**src/rtl/fp_pkg.sv**
```systemverilog
// Shared 13-bit float format: widths, field offsets and the adder FSM encoding.
// Used by the adder top, its normalize stage and the converter stages.
package fp_pkg;

  localparam int EXP_W    = 4;
  localparam int FRAC_W   = 8;
  localparam int FP_W     = 13;

  localparam int FRAC_LSB = 0;
  localparam int FRAC_MSB = FRAC_W - 1;
  localparam int EXP_LSB  = FRAC_W;
  localparam int EXP_MSB  = FRAC_W + EXP_W - 1;
  localparam int SIGN_POS = FP_W - 1;

  typedef enum logic [2:0] {
    S_IDLE,
    S_ALIGN,
    S_ADD,
    S_NORM,
    S_DONE
  } fsm_state_t;

endpackage

```
**src/rtl/fp_norm.sv**
```systemverilog
// Single normalize step for the adder result: carry, zero, normalized or shift-left.
// Purely combinational; the caller iterates once per cycle until o_done is set.
module fp_norm #(
  parameter int EXP_W  = 4,
  parameter int FRAC_W = 8
) (
  input  logic [FRAC_W:0]   i_frac,
  input  logic [EXP_W-1:0]  i_exp,
  input  logic              i_sign,
  output logic [FRAC_W:0]   o_frac,
  output logic [EXP_W-1:0]  o_exp,
  output logic              o_sign,
  output logic              o_done,
  output logic              o_ovf
);
  import fp_pkg::*;

  always_comb begin
    o_frac = i_frac;
    o_exp  = i_exp;
    o_sign = i_sign;
    o_done = 1'b0;
    o_ovf  = 1'b0;
    if (i_frac[FRAC_W]) begin
      // A carry at the top exponent saturates to the largest magnitude.
      if (i_exp == '1) begin
        o_frac = {1'b0, {FRAC_W{1'b1}}};
        o_done = 1'b1;
        o_ovf  = 1'b1;
      end else begin
        o_frac = i_frac >> 1;
        o_exp  = i_exp + 1'b1;
      end
    end else if (i_frac == '0) begin
      o_sign = 1'b0;
      o_exp  = '0;
      o_done = 1'b1;
    end else if (i_frac[FRAC_W-1]) begin
      o_done = 1'b1;
    end else if (i_exp == '0) begin
      o_frac = '0;
      o_sign = 1'b0;
      o_done = 1'b1;
    end else begin
      o_frac = i_frac << 1;
      o_exp  = i_exp - 1'b1;
    end
  end

endmodule

```
**src/rtl/fp_add_seq.sv**
```systemverilog
// Sequential 13-bit float adder, truncating and saturating; latency 4 + align distance + normalize shifts.
// ready is low while busy and start is ignored then; FP_ADD_SUB_EN adds a sub port (a - b).
module fp_add_seq #(
  parameter int EXP_W  = fp_pkg::EXP_W,
  parameter int FRAC_W = fp_pkg::FRAC_W
) (
  input  logic                    clk,
  input  logic                    reset_n,
  input  logic                    start,
`ifdef FP_ADD_SUB_EN
  input  logic                    sub,
`endif
  input  logic [fp_pkg::FP_W-1:0] a,
  input  logic [fp_pkg::FP_W-1:0] b,
  output logic                    ready,
  output logic                    done_tick,
  output logic [fp_pkg::FP_W-1:0] sum,
  output logic                    ovf
);
  import fp_pkg::*;

  localparam int DIFF_W = $clog2(FRAC_W + 1);

  fsm_state_t        r_state;
  fsm_state_t        w_state_nxt;

  logic              w_b_sign;
  logic              w_a_big;
  logic [EXP_W-1:0]  w_exp_big;
  logic [EXP_W-1:0]  w_exp_small;
  logic [EXP_W-1:0]  w_diff_full;
  logic [DIFF_W-1:0] w_diff_load;

  logic              r_sign_big;
  logic              r_sign_small;
  logic [EXP_W-1:0]  r_exp;
  logic [FRAC_W-1:0] r_frac_big;
  logic [FRAC_W-1:0] r_frac_small;
  logic [DIFF_W-1:0] r_diff;
  logic [FRAC_W:0]   r_res_frac;
  logic              r_res_sign;
  logic              r_res_ovf;
  logic [FP_W-1:0]   r_sum;
  logic              r_ovf;
  logic              r_done_tick;

  logic [FRAC_W:0]   w_norm_frac;
  logic [EXP_W-1:0]  w_norm_exp;
  logic              w_norm_sign;
  logic              w_norm_done;
  logic              w_norm_ovf;

  // Operand ordering at capture; a wins a magnitude tie.
  always_comb begin
    w_b_sign = b[SIGN_POS];
`ifdef FP_ADD_SUB_EN
    w_b_sign = b[SIGN_POS] ^ sub;
`endif
    w_a_big     = a[EXP_MSB:FRAC_LSB] >= b[EXP_MSB:FRAC_LSB];
    w_exp_big   = w_a_big ? a[EXP_MSB:EXP_LSB] : b[EXP_MSB:EXP_LSB];
    w_exp_small = w_a_big ? b[EXP_MSB:EXP_LSB] : a[EXP_MSB:EXP_LSB];
    w_diff_full = w_exp_big - w_exp_small;
    w_diff_load = (w_diff_full > EXP_W'(FRAC_W)) ? DIFF_W'(FRAC_W) : DIFF_W'(w_diff_full);
  end

  fp_norm #(
    .EXP_W  (EXP_W),
    .FRAC_W (FRAC_W)
  ) u_norm (
    .i_frac (r_res_frac),
    .i_exp  (r_exp),
    .i_sign (r_res_sign),
    .o_frac (w_norm_frac),
    .o_exp  (w_norm_exp),
    .o_sign (w_norm_sign),
    .o_done (w_norm_done),
    .o_ovf  (w_norm_ovf)
  );

  always_ff @(posedge clk or negedge reset_n) begin
    if (!reset_n) begin
      r_state <= S_IDLE;
    end else begin
      r_state <= w_state_nxt;
    end
  end

  always_comb begin
    w_state_nxt = r_state;
    case (r_state)
      S_IDLE:  if (start) w_state_nxt = S_ALIGN;
      S_ALIGN: if (r_diff == '0) w_state_nxt = S_ADD;
      S_ADD:   w_state_nxt = S_NORM;
      S_NORM:  if (w_norm_done) w_state_nxt = S_DONE;
      S_DONE:  w_state_nxt = S_IDLE;
      default: w_state_nxt = S_IDLE;
    endcase
  end

  always_ff @(posedge clk or negedge reset_n) begin
    if (!reset_n) begin
      r_sign_big   <= 1'b0;
      r_sign_small <= 1'b0;
      r_exp        <= '0;
      r_frac_big   <= '0;
      r_frac_small <= '0;
      r_diff       <= '0;
      r_res_frac   <= '0;
      r_res_sign   <= 1'b0;
      r_res_ovf    <= 1'b0;
      r_sum        <= '0;
      r_ovf        <= 1'b0;
      r_done_tick  <= 1'b0;
    end else begin
      r_done_tick <= 1'b0;
      case (r_state)
        S_IDLE: begin
          if (start) begin
            r_sign_big   <= w_a_big ? a[SIGN_POS] : w_b_sign;
            r_sign_small <= w_a_big ? w_b_sign : a[SIGN_POS];
            r_frac_big   <= w_a_big ? a[FRAC_MSB:FRAC_LSB] : b[FRAC_MSB:FRAC_LSB];
            r_frac_small <= w_a_big ? b[FRAC_MSB:FRAC_LSB] : a[FRAC_MSB:FRAC_LSB];
            r_exp        <= w_exp_big;
            r_diff       <= w_diff_load;
            r_res_ovf    <= 1'b0;
          end
        end
        S_ALIGN: begin
          if (r_diff != '0) begin
            r_frac_small <= r_frac_small >> 1;
            r_diff       <= r_diff - 1'b1;
          end
        end
        S_ADD: begin
          r_res_frac <= (r_sign_big == r_sign_small) ?
                        ({1'b0, r_frac_big} + {1'b0, r_frac_small}) :
                        ({1'b0, r_frac_big} - {1'b0, r_frac_small});
          r_res_sign <= r_sign_big;
        end
        S_NORM: begin
          r_res_frac <= w_norm_frac;
          r_exp      <= w_norm_exp;
          r_res_sign <= w_norm_sign;
          r_res_ovf  <= w_norm_ovf;
        end
        S_DONE: begin
          r_sum       <= {r_res_sign, r_exp, r_res_frac[FRAC_W-1:0]};
          r_ovf       <= r_res_ovf;
          r_done_tick <= 1'b1;
        end
        default: ;
      endcase
    end
  end

  assign ready     = (r_state == S_IDLE);
  assign done_tick = r_done_tick;
  assign sum       = r_sum;
  assign ovf       = r_ovf;

endmodule

```
**config.mk**
```make
export PLATFORM = sky130hd
export DESIGN_NAME = fp_add_seq
export DESIGN_NICKNAME = d
export VERILOG_FILES = /design/src/rtl/fp_pkg.sv /design/src/rtl/fp_norm.sv /design/src/rtl/fp_add_seq.sv
export SDC_FILE = /design/constraint.sdc
export NUM_CORES = 1
export LEC_CHECK = 0
export CAP_MARGIN = 20
export CORE_MARGIN = 2
export CORE_UTILIZATION = 61
export CTS_CLUSTER_DIAMETER = 100
export DETAILED_ROUTE_END_ITERATION = 8
export PLACE_DENSITY = 0.93
export SLEW_MARGIN = 5
export SYNTH_ARGS = -nofsm -noshare
export SYNTH_HDL_FRONTEND = slang
export SYNTH_SLANG_ARGS = --single-unit
```
**constraint.sdc**
```tcl
create_clock -name clk -period 7.6 [get_ports clk]
set_input_delay 1.52 -clock clk [delete_from_list [all_inputs] [get_ports clk]]
set_output_delay 1.52 -clock clk [all_outputs]
set_load 0.005 [all_outputs]
```
==> results of run 1 <==
-- final timing paths --
check                      slack, ns  cells after the start              end       start
setup / recovery                3.24                     12        r_diff[2]        b[9]
hold / removal                  0.51                      1           sum[4]      sum[4]
setup reg to reg                4.06                     10    r_res_frac[8]  r_sign_big
hold reg to reg                 0.51                      1           sum[4]      sum[4]
max in group asynchronous       5.81                      2  r_frac_small[1]     reset_n
min in group asynchronous       1.33                      2        done_tick     reset_n
-- layout make-up --
| class | count | area [sq um] |
|---|---|---|
| fill | 422 | 1600 |
| sequential | 55 | 1380 |
| inverter | 27 | 101 |
| multi-input combinational | 317 | 2240 |
| tap | 75 | 93.8 |
| timing repair buffer | 48 | 463 |
| clock inverter | 2 | 35.0 |
| clock buffer | 6 | 82.6 |
-- report_power, final --
part / leakage, nW / internal [mW] / total [mW] / switching, mW
clock: 0.0612 / 0.107 / 0.201 / 0.0944
sequential: 0.686 / 0.421 / 0.566 / 0.145
combinational: 1.22 / 0.560 / 1.19 / 0.626
total: 1.97 / 1.09 / 1.95 / 0.866
-- per-layer routing --
metal | share of wire, % | vias to the layer above | track usage, %
met1 | 43 | 1547 | 33.5
li1 | - | 1579 | -
met3 | 4.7 | 20 | 4.47
met2 | 50 | 113 | 44.2
met5 | 0 | - | 0
met4 | 2.0 | 0 | 7.60
-- sequential cells by signal (all words and copies together), names as in the netlist --
register and count:
r_exp 4, r_sign_big 1, r_diff 4, r_state 3, r_frac_big 8, r_res_ovf 1, r_res_sign 1, done_tick 1
r_res_frac 9, r_frac_small 8, sum 13, ovf 1, r_sign_small 1
-- per-stage QoR --
stage          hold slack, ns  util, %  area [sq um]
6_report                0.514     73.3          4390
5_1_grt                 0.537     73.3          4390
4_1_cts                 0.516     73.1          4380
3_5_place_dp            0.494     71.1          4260
3_3_place_gp            0.488     71.1          4260
2_1_floorplan           0.460        -          3810
-- worst max-delay path, cell delays in order --
cell	delay, ns
clkdlybuf4s50_1	0.50
inv_1	0.09
ha_1	0.36
nand4_1	0.23
a2111oi_4	0.32
a21oi_4	0.14
nand2_4	0.35
mux2_2	0.39
ha_1	0.18
a211o_1	0.24
xnor2_1	0.15
o211ai_1	0.09
-- logic make-up after synthesis --
family | synth area share (%)
flops | 36.1
buf+inv | 5.16
mux | 8.34
xor+xnor | 3.91
fa+ha+maj | 8.74
simple gates | 15.7
compound gates | 22.0
-- Yosys cell counts, types with 6 or more instances --
| cell | count | area, sq um |
|---|---|---|
| nand2_1 | 23 | 86.3 |
| xnor2_1 | 7 | 61.3 |
| xor2_1 | 10 | 87.6 |
| a21oi_1 | 53 | 265 |
| nand2b_1 | 7 | 43.8 |
| nor3_1 | 14 | 70.1 |
| dfrtp_1 | 55 | 1380 |
| mux2_2 | 17 | 191 |
| mux2i_1 | 10 | 100 |
| o21ai_1 | 6 | 30.0 |
| ha_1 | 25 | 313 |
| nor2_1 | 46 | 173 |
| clkbuf_1 | 9 | 33.8 |
| buf_2 | 7 | 35.0 |
| a211oi_1 | 13 | 97.6 |
| a21o_1 | 10 | 75.1 |
| a22o_1 | 6 | 52.6 |
| o21ai_0 | 15 | 75.1 |
| inv_1 | 26 | 97.6 |
==> impl_results.html, run 1 <==
<table>
<tr><th>Metric</th><th>Value</th></tr>
<tr><th colspan="2">Timing</th></tr>
<tr><td>Count of final hold-check violations</td><td>0</td></tr>
<tr><td>Setup repair after global routing missed its margin</td><td>no</td></tr>
<tr><td>Number of setup violations in the final report</td><td>0</td></tr>
<tr><td>Measured slew at the worst slew-check pin</td><td>~0.74 ns</td></tr>
<tr><td>Post-Route Skew</td><td>0.00507 ns</td></tr>
<tr><td>Worst slew margin relative to its limit</td><td>between 50% and 60%</td></tr>
<tr><td>Period utilisation layout</td><td>57.3%</td></tr>
<tr><td>Min Tclk post-route</td><td>4.36 ns</td></tr>
<tr><td>Highest clock frequency the design can meet</td><td>~230 MHz</td></tr>
<tr><td>Total count of max-transition violations in the final report</td><td>0</td></tr>
<tr><td>Summed negative setup slack over all endpoints</td><td>0 ns</td></tr>
<tr><td>Least setup slack across all paths after layout</td><td>3.24 ns</td></tr>
<tr><th colspan="2">Logic synthesis</th></tr>
<tr><td>Most used DFF post-synth</td><td>dfrtp_1</td></tr>
<tr><td>Post-Synthesis Cell Area</td><td>3810 sq um</td></tr>
<tr><td>Synth Register Bits</td><td>55</td></tr>
<tr><td>Seq/Total Area, Yosys</td><td>about 36%</td></tr>
<tr><td>Warning count from the yosys run</td><td>0</td></tr>
<tr><td>Synth Area per Inst</td><td>just over 9 sq um</td></tr>
<tr><td>Number of synthesized flops with an enable pin</td><td>0</td></tr>
<tr><td>Share of synthesized flip-flops with an asynchronous set or reset</td><td>100%</td></tr>
<tr><td>Number of unique standard cell types used by synthesis</td><td>62</td></tr>
<tr><td>Net count after synthesis</td><td>about 470</td></tr>
<tr><td>Synth Instances</td><td>418</td></tr>
<tr><th colspan="2">CTS</th></tr>
<tr><td>Maximum buffer depth of the clock tree</td><td>2</td></tr>
<tr><td>Clk pin slew, worst setup/hold paths</td><td>about 0.090 ns</td></tr>
<tr><td>Setup bufs post-CTS</td><td>0</td></tr>
<tr><td>CTS tree</td><td>done</td></tr>
<tr><td>Inserted Clock Buffers</td><td>5</td></tr>
<tr><td>Post-cts repair resize count</td><td>0</td></tr>
<tr><td># hold bufs at CTS</td><td>0</td></tr>
<tr><td>Number of sinks on the clock net</td><td>55</td></tr>
<tr><td>Clock root buffer master</td><td>clkbuf_8</td></tr>
<tr><td>Clock insertion delay at the later pin of the skew report</td><td>0.31 ns</td></tr>
<tr><td>Clock H-tree levels</td><td>2</td></tr>
<tr><th colspan="2">Final layout</th></tr>
<tr><td>Leading cell types in the layout, fill and taps excluded</td><td>55 x dfrtp_1, 53 x a21oi_1, 46 x nor2_1</td></tr>
<tr><td>Synth-to-layout area growth</td><td>15.2%</td></tr>
<tr><td>Antenna cells</td><td>0</td></tr>
<tr><td>Fraction of final layout cells sized beyond drive strength 1</td><td>about a tenth</td></tr>
<tr><td>Leading cell type in the layout, fill and taps excluded</td><td>dfrtp_1</td></tr>
<tr><td>Post-route insts no fill</td><td>530</td></tr>
<tr><td>Net count reported at finish</td><td>509</td></tr>
<tr><th colspan="2">Setup path</th></tr>
<tr><td>Arrival time of data at the critical path endpoint</td><td>4.55 ns</td></tr>
<tr><td>Highest net fanout along the worst path</td><td>34</td></tr>
<tr><td>Type of destination of the critical path</td><td>flop</td></tr>
<tr><td>Req. time, crit path</td><td>7.79 ns</td></tr>
<tr><td>Launching element type of the critical path</td><td>input pin</td></tr>
<tr><td>Critical Setup Path Class</td><td>in -&gt; reg</td></tr>
<tr><th colspan="2">Floorplan</th></tr>
<tr><td>DIE AREA</td><td>6890 sq um</td></tr>
<tr><td>I/O Pins</td><td>45</td></tr>
<tr><td>Vertical die dimension</td><td>83.0 um</td></tr>
<tr><td>DIE WIDTH</td><td>83.0 um</td></tr>
<tr><td>Effective utilization at floorplan</td><td>63.6%</td></tr>
<tr><td>Num rows</td><td>28</td></tr>
<tr><td>Core Area</td><td>between 5000 and 6000 sq um</td></tr>
<tr><th colspan="2">Flow run</th></tr>
<tr><td>Maximum capacitance violations</td><td>0</td></tr>
<tr><th colspan="2">Routing</th></tr>
<tr><td>DRC violations left</td><td>0</td></tr>
<tr><td>Routed vias</td><td>between 3000 and 4000</td></tr>
<tr><td>1st-iter DRT viols</td><td>216</td></tr>
<tr><td>Antenna Violating Nets Remaining</td><td>0</td></tr>
<tr><td>Total routed wirelength</td><td>8590 um</td></tr>
<tr><td>Vias per cell</td><td>6.15</td></tr>
<tr><td>Drt first pass iters</td><td>5</td></tr>
<tr><td>WL/cell</td><td>16.2 um</td></tr>
<tr><th colspan="2">Placement</th></tr>
<tr><td>Number of port buffers</td><td>44</td></tr>
<tr><td>DPL Wire Length</td><td>6430 um</td></tr>
<tr><td>Setup slack at placement</td><td>2.97 ns</td></tr>
<tr><td>Final estimated routing congestion in global placement</td><td>0.893</td></tr>
<tr><td>Cell total after placement</td><td>520</td></tr>
<tr><th colspan="2">Power</th></tr>
<tr><td>Final Power</td><td>1.95 mW</td></tr>
<tr><td>Areal power density over the cells</td><td>445 nW/um^2</td></tr>
<tr><td>Max VDD drop</td><td>0.205 mV</td></tr>
<tr><td>Leakage power summed over all cells</td><td>1.97 nW</td></tr>
<tr><th colspan="2">Global routing</th></tr>
<tr><td>Total grt overflow</td><td>0</td></tr>
<tr><td>Antenna violations before repair</td><td>0</td></tr>
<tr><td>Global-route wire length before repair</td><td>around 15000 um</td></tr>
<tr><td>Combined global-route utilization of all metal layers</td><td>25.8%</td></tr>
<tr><td>Maximum number of pins on one net before global-route repair</td><td>56</td></tr>
<tr><td>Vias in the first global route</td><td>3193</td></tr>
<tr><th colspan="2">Outcome</th></tr>
<tr><td>Status</td><td>complete, no violations</td></tr>
<tr><th colspan="2">Min path</th></tr>
<tr><td>Hold Crit Class</td><td>reg -&gt; reg</td></tr>
</table>
(Power assumes the default switching activity.)
==> run 2: changes to the inputs <==
Settings changed: CORE_UTILIZATION 61 to 57, PLACE_DENSITY 0.93 to 0.88.
Clock period 7.6 ns to 4.1 ns, I/O delays scaled along.
==> run 2 against run 1 <==
Against the previous run: the flow now finishes with violations (DRC); combinational power is 83% higher; sequential cell count unchanged; die area is 6.7% higher; register-to-register slack worse by 3.1 ns; clock skew up 0.0028 ns; power is 87% higher; non-clock buffer count rose by 3; clock power up 110%; global-route usage is 1.9 points lower; setup slack got worse by 2.6 ns; critical endpoint unchanged.
==> impl_results.html, run 2 (synthesis gave the netlist of run 1 again) <==
<table>
<tr><th>Metric</th><th>Value</th></tr>
<tr><th colspan="2">Final layout</th></tr>
<tr><td>Leading cell type in the layout, fill and taps excluded</td><td>dfrtp_1</td></tr>
<tr><td>Final standard cell utilization of the core</td><td>69.2% (-4.0 points)</td></tr>
<tr><td>Net count reported at finish</td><td>512 (+0.59%)</td></tr>
<tr><td>Layout filler cell count</td><td>526 (+25%)</td></tr>
<tr><td>Synth-to-layout area growth</td><td>16.7%</td></tr>
<tr><td>Sequential standard cell area</td><td>1380 sq um (unchanged)</td></tr>
<tr><td>Fraction of final layout cells sized beyond drive strength 1</td><td>10.3% (+0.37 points)</td></tr>
<tr><td>Combined area of the multi-input logic cells</td><td>2240 sq um (unchanged)</td></tr>
<tr><td>Leading cell types in the layout, fill and taps excluded</td><td>55 x dfrtp_1, 53 x a21oi_1, 46 x nor2_1</td></tr>
<tr><td>Max reg flops</td><td>13 (unchanged)</td></tr>
<tr><td>Antenna cells</td><td>0 (unchanged)</td></tr>
<tr><th colspan="2">Placement</th></tr>
<tr><td>Final estimated routing congestion in global placement</td><td>0.881 (-1.4%)</td></tr>
<tr><td>Number of port buffers</td><td>44 (unchanged)</td></tr>
<tr><td>DPL Wire Length</td><td>6260 um (-2.5%)</td></tr>
<tr><td>Setup slack at placement</td><td>0.350 ns (-2.62 ns)</td></tr>
<tr><th colspan="2">Setup path</th></tr>
<tr><td>Critical Path Slowest Stage Cell</td><td>clkdlybuf4s50_1</td></tr>
<tr><td>Reg-to-reg endpoint</td><td>r_res_frac[8]</td></tr>
<tr><td>Critical Setup Path Class</td><td>in -&gt; reg</td></tr>
<tr><td>Crit path top cell by count</td><td>ha_1</td></tr>
<tr><td>Cell depth of the worst setup path</td><td>12 (unchanged)</td></tr>
<tr><td>Type of destination of the critical path</td><td>flop</td></tr>
<tr><td>Slowest stage delay, CP</td><td>0.54 ns (+0.04 ns)</td></tr>
<tr><td>Cell type group with the largest total delay on the critical path</td><td>compound AO/OA/AOI/OAI gates</td></tr>
<tr><td>Worst Reg2Reg Path Length in Cells</td><td>11 (+1)</td></tr>
<tr><td>Req. time, crit path</td><td>4.33 ns (-3.46 ns)</td></tr>
<tr><td>Worst setup slack for register-to-register paths</td><td>0.99 ns (-3.07 ns)</td></tr>
<tr><td>Capturing element of the worst setup path</td><td>r_diff[2]</td></tr>
<tr><td>Launching element type of the critical path</td><td>input pin</td></tr>
<tr><td>Startpoint of the worst-slack reg-to-reg timing path</td><td>r_sign_big</td></tr>
<tr><td>Setup crit start</td><td>a[0]</td></tr>
<tr><td>Highest net fanout along the worst path</td><td>12 (-65%)</td></tr>
<tr><td>Cell-by-cell listing of the critical path</td><td>clkdlybuf4s50_1 -&gt; inv_1 -&gt; ha_1 -&gt; nand2b_1 -&gt; a2111o_1 -&gt; a21oi_4 -&gt; nand2_4 -&gt; mux2_2 -&gt; ha_1 -&gt; a211o_1 -&gt; xnor2_1 -&gt; o211ai_1</td></tr>
<tr><td>Number of buffer and inverter instances along the worst setup path</td><td>2 (unchanged)</td></tr>
<tr><td>Arrival time of data at the critical path endpoint</td><td>3.68 ns (-0.87 ns)</td></tr>
<tr><th colspan="2">Timing</th></tr>
<tr><td>Measured slew at the worst slew-check pin</td><td>0.772 ns (+0.0289 ns)</td></tr>
<tr><td>Highest clock frequency the design can meet</td><td>about 290 MHz</td></tr>
<tr><td>Post-Route Skew</td><td>0.00791 ns (+0.00283 ns)</td></tr>
<tr><td>Setup repair after global routing missed its margin</td><td>no</td></tr>
<tr><td>Min Tclk post-route</td><td>~3.5 ns</td></tr>
<tr><td>Summed negative setup slack over all endpoints</td><td>0 ns (unchanged)</td></tr>
<tr><td>Total count of max-transition violations in the final report</td><td>0 (unchanged)</td></tr>
<tr><td>Count of final hold-check violations</td><td>0 (unchanged)</td></tr>
<tr><td>Worst slew margin relative to its limit</td><td>48.4% (-1.9 points)</td></tr>
<tr><td>Least setup slack across all paths after layout</td><td>0.642 ns (-2.60 ns)</td></tr>
<tr><td>Number of setup violations in the final report</td><td>0 (unchanged)</td></tr>
<tr><td>Period utilisation layout</td><td>84.3%</td></tr>
<tr><th colspan="2">CTS</th></tr>
<tr><td>Maximum buffer depth of the clock tree</td><td>2 (unchanged)</td></tr>
<tr><td>Number of sinks on the clock net</td><td>55 (unchanged)</td></tr>
<tr><td>CTS tree</td><td>done</td></tr>
<tr><td>Post-cts repair resize count</td><td>0 (unchanged)</td></tr>
<tr><td>Setup bufs post-CTS</td><td>0 (unchanged)</td></tr>
<tr><td>Clock root buffer master</td><td>clkbuf_8</td></tr>
<tr><td>Inserted Clock Buffers</td><td>5 (unchanged)</td></tr>
<tr><td>Clock H-tree levels</td><td>2 (unchanged)</td></tr>
<tr><td>Clock insertion delay at the later pin of the skew report</td><td>0.31 ns (about the same)</td></tr>
<tr><td># hold bufs at CTS</td><td>0 (unchanged)</td></tr>
<tr><td>Clk pin slew, worst setup/hold paths</td><td>0.10 ns (about the same)</td></tr>
<tr><th colspan="2">Routing</th></tr>
<tr><td>Antenna Violating Nets Remaining</td><td>0 (unchanged)</td></tr>
<tr><td>1st-iter DRT viols</td><td>177 (-18%)</td></tr>
<tr><td>Vias per cell</td><td>6.01 (-2.2%)</td></tr>
<tr><td>Drt first pass iters</td><td>8 (+3)</td></tr>
<tr><td>WL/cell</td><td>15.3 um (-5.8%)</td></tr>
<tr><td>DRC violations left</td><td>4 (+4)</td></tr>
<tr><td>Routed vias</td><td>3217 (-1.3%)</td></tr>
<tr><td>Total routed wirelength</td><td>8170 um (-4.9%)</td></tr>
<tr><th colspan="2">Floorplan</th></tr>
<tr><td>I/O Pins</td><td>45 (unchanged)</td></tr>
<tr><td>Vertical die dimension</td><td>85.8 um (+3.3%)</td></tr>
<tr><td>DIE WIDTH</td><td>85.8 um (+3.3%)</td></tr>
<tr><td>Num rows</td><td>29 (+3.6%)</td></tr>
<tr><td>DIE AREA</td><td>7350 sq um (+6.7%)</td></tr>
<tr><td>Effective utilization at floorplan</td><td>59.3% (-4.3 points)</td></tr>
<tr><td>Core Area</td><td>6420 sq um (+7.2%)</td></tr>
<tr><th colspan="2">Global routing</th></tr>
<tr><td>Vias in the first global route</td><td>3137 (-1.8%)</td></tr>
<tr><td>Global-route wire length before repair</td><td>14300 um (-3.5%)</td></tr>
<tr><td>Total grt overflow</td><td>0 (unchanged)</td></tr>
<tr><td>Combined global-route utilization of all metal layers</td><td>23.9% (-1.9 points)</td></tr>
<tr><td>Antenna violations before repair</td><td>0 (unchanged)</td></tr>
<tr><td>Maximum number of pins on one net before global-route repair</td><td>47 (-16%)</td></tr>
<tr><th colspan="2">Outcome</th></tr>
<tr><td>Failing checks</td><td>DRC</td></tr>
<tr><td>Status</td><td>finished, violations left</td></tr>
<tr><th colspan="2">Power</th></tr>
<tr><td>Leakage power summed over all cells</td><td>1.99 nW (+1.2%)</td></tr>
<tr><td>Max VDD drop</td><td>0.390 mV (+90%)</td></tr>
<tr><td>Areal power density over the cells</td><td>821 nW/um^2 (+85%)</td></tr>
<tr><th colspan="2">Min path</th></tr>
<tr><td>Hold Crit Class</td><td>in -&gt; async</td></tr>
<tr><th colspan="2">Flow run</th></tr>
<tr><td>Maximum capacitance violations</td><td>0 (unchanged)</td></tr>
</table>
## run 2: cell count changes in the layout (fill, tap and decap cells not counted), sizes merged
cell	change
buf	+3
clkinv	-1
bufinv	+1
## run 2: metrics by stage
step / area, sq um / total power, mW / hold WS, ns / instances
CTS: 4410 / 3.65 / 0.514 / 532
global placement: 4280 / 3.10 / 0.485 / 524
finish: 4450 / 3.65 / 0.423 / 535
floorplan: 3810 / 2.67 / 0.460 / 418
global route: 4450 / 4.01 / 0.437 / 535
detailed placement: 4280 / 3.22 / 0.492 / 524
## run 2: cell type report
class | count | area share, %
inverter | 27 | 2.28
tap | 77 | 2.17
clock inverter | 2 | 1.35
timing repair buffer | 51 | 11.3
sequential | 55 | 31.0
multi-input combinational | 317 | 50.3
clock buffer | 6 | 1.63
## run 2: worst min-delay path by stage
stage,start,endpoint
global route,reset_n,sum[9]
floorplan,r_res_sign,r_res_sign
CTS,r_res_sign,r_res_sign
detailed placement,r_res_sign,r_res_sign
finish,reset_n,sum[9]
global placement,r_res_sign,r_res_sign
## run 2: metal layers
layer,track usage [%],wire [um]
met5,0,0
met1,32.2,3680
met2,40.0,3990
met4,7.94,111
met3,3.27,390
## run 2: power by group
| part | leakage (nW) | internal (mW) | switching [mW] |
|---|---|---|---|
| combinational | 1.24 | 1.05 | 1.13 |
| sequential | 0.686 | 0.780 | 0.268 |
| clock | 0.0654 | 0.244 | 0.174 |
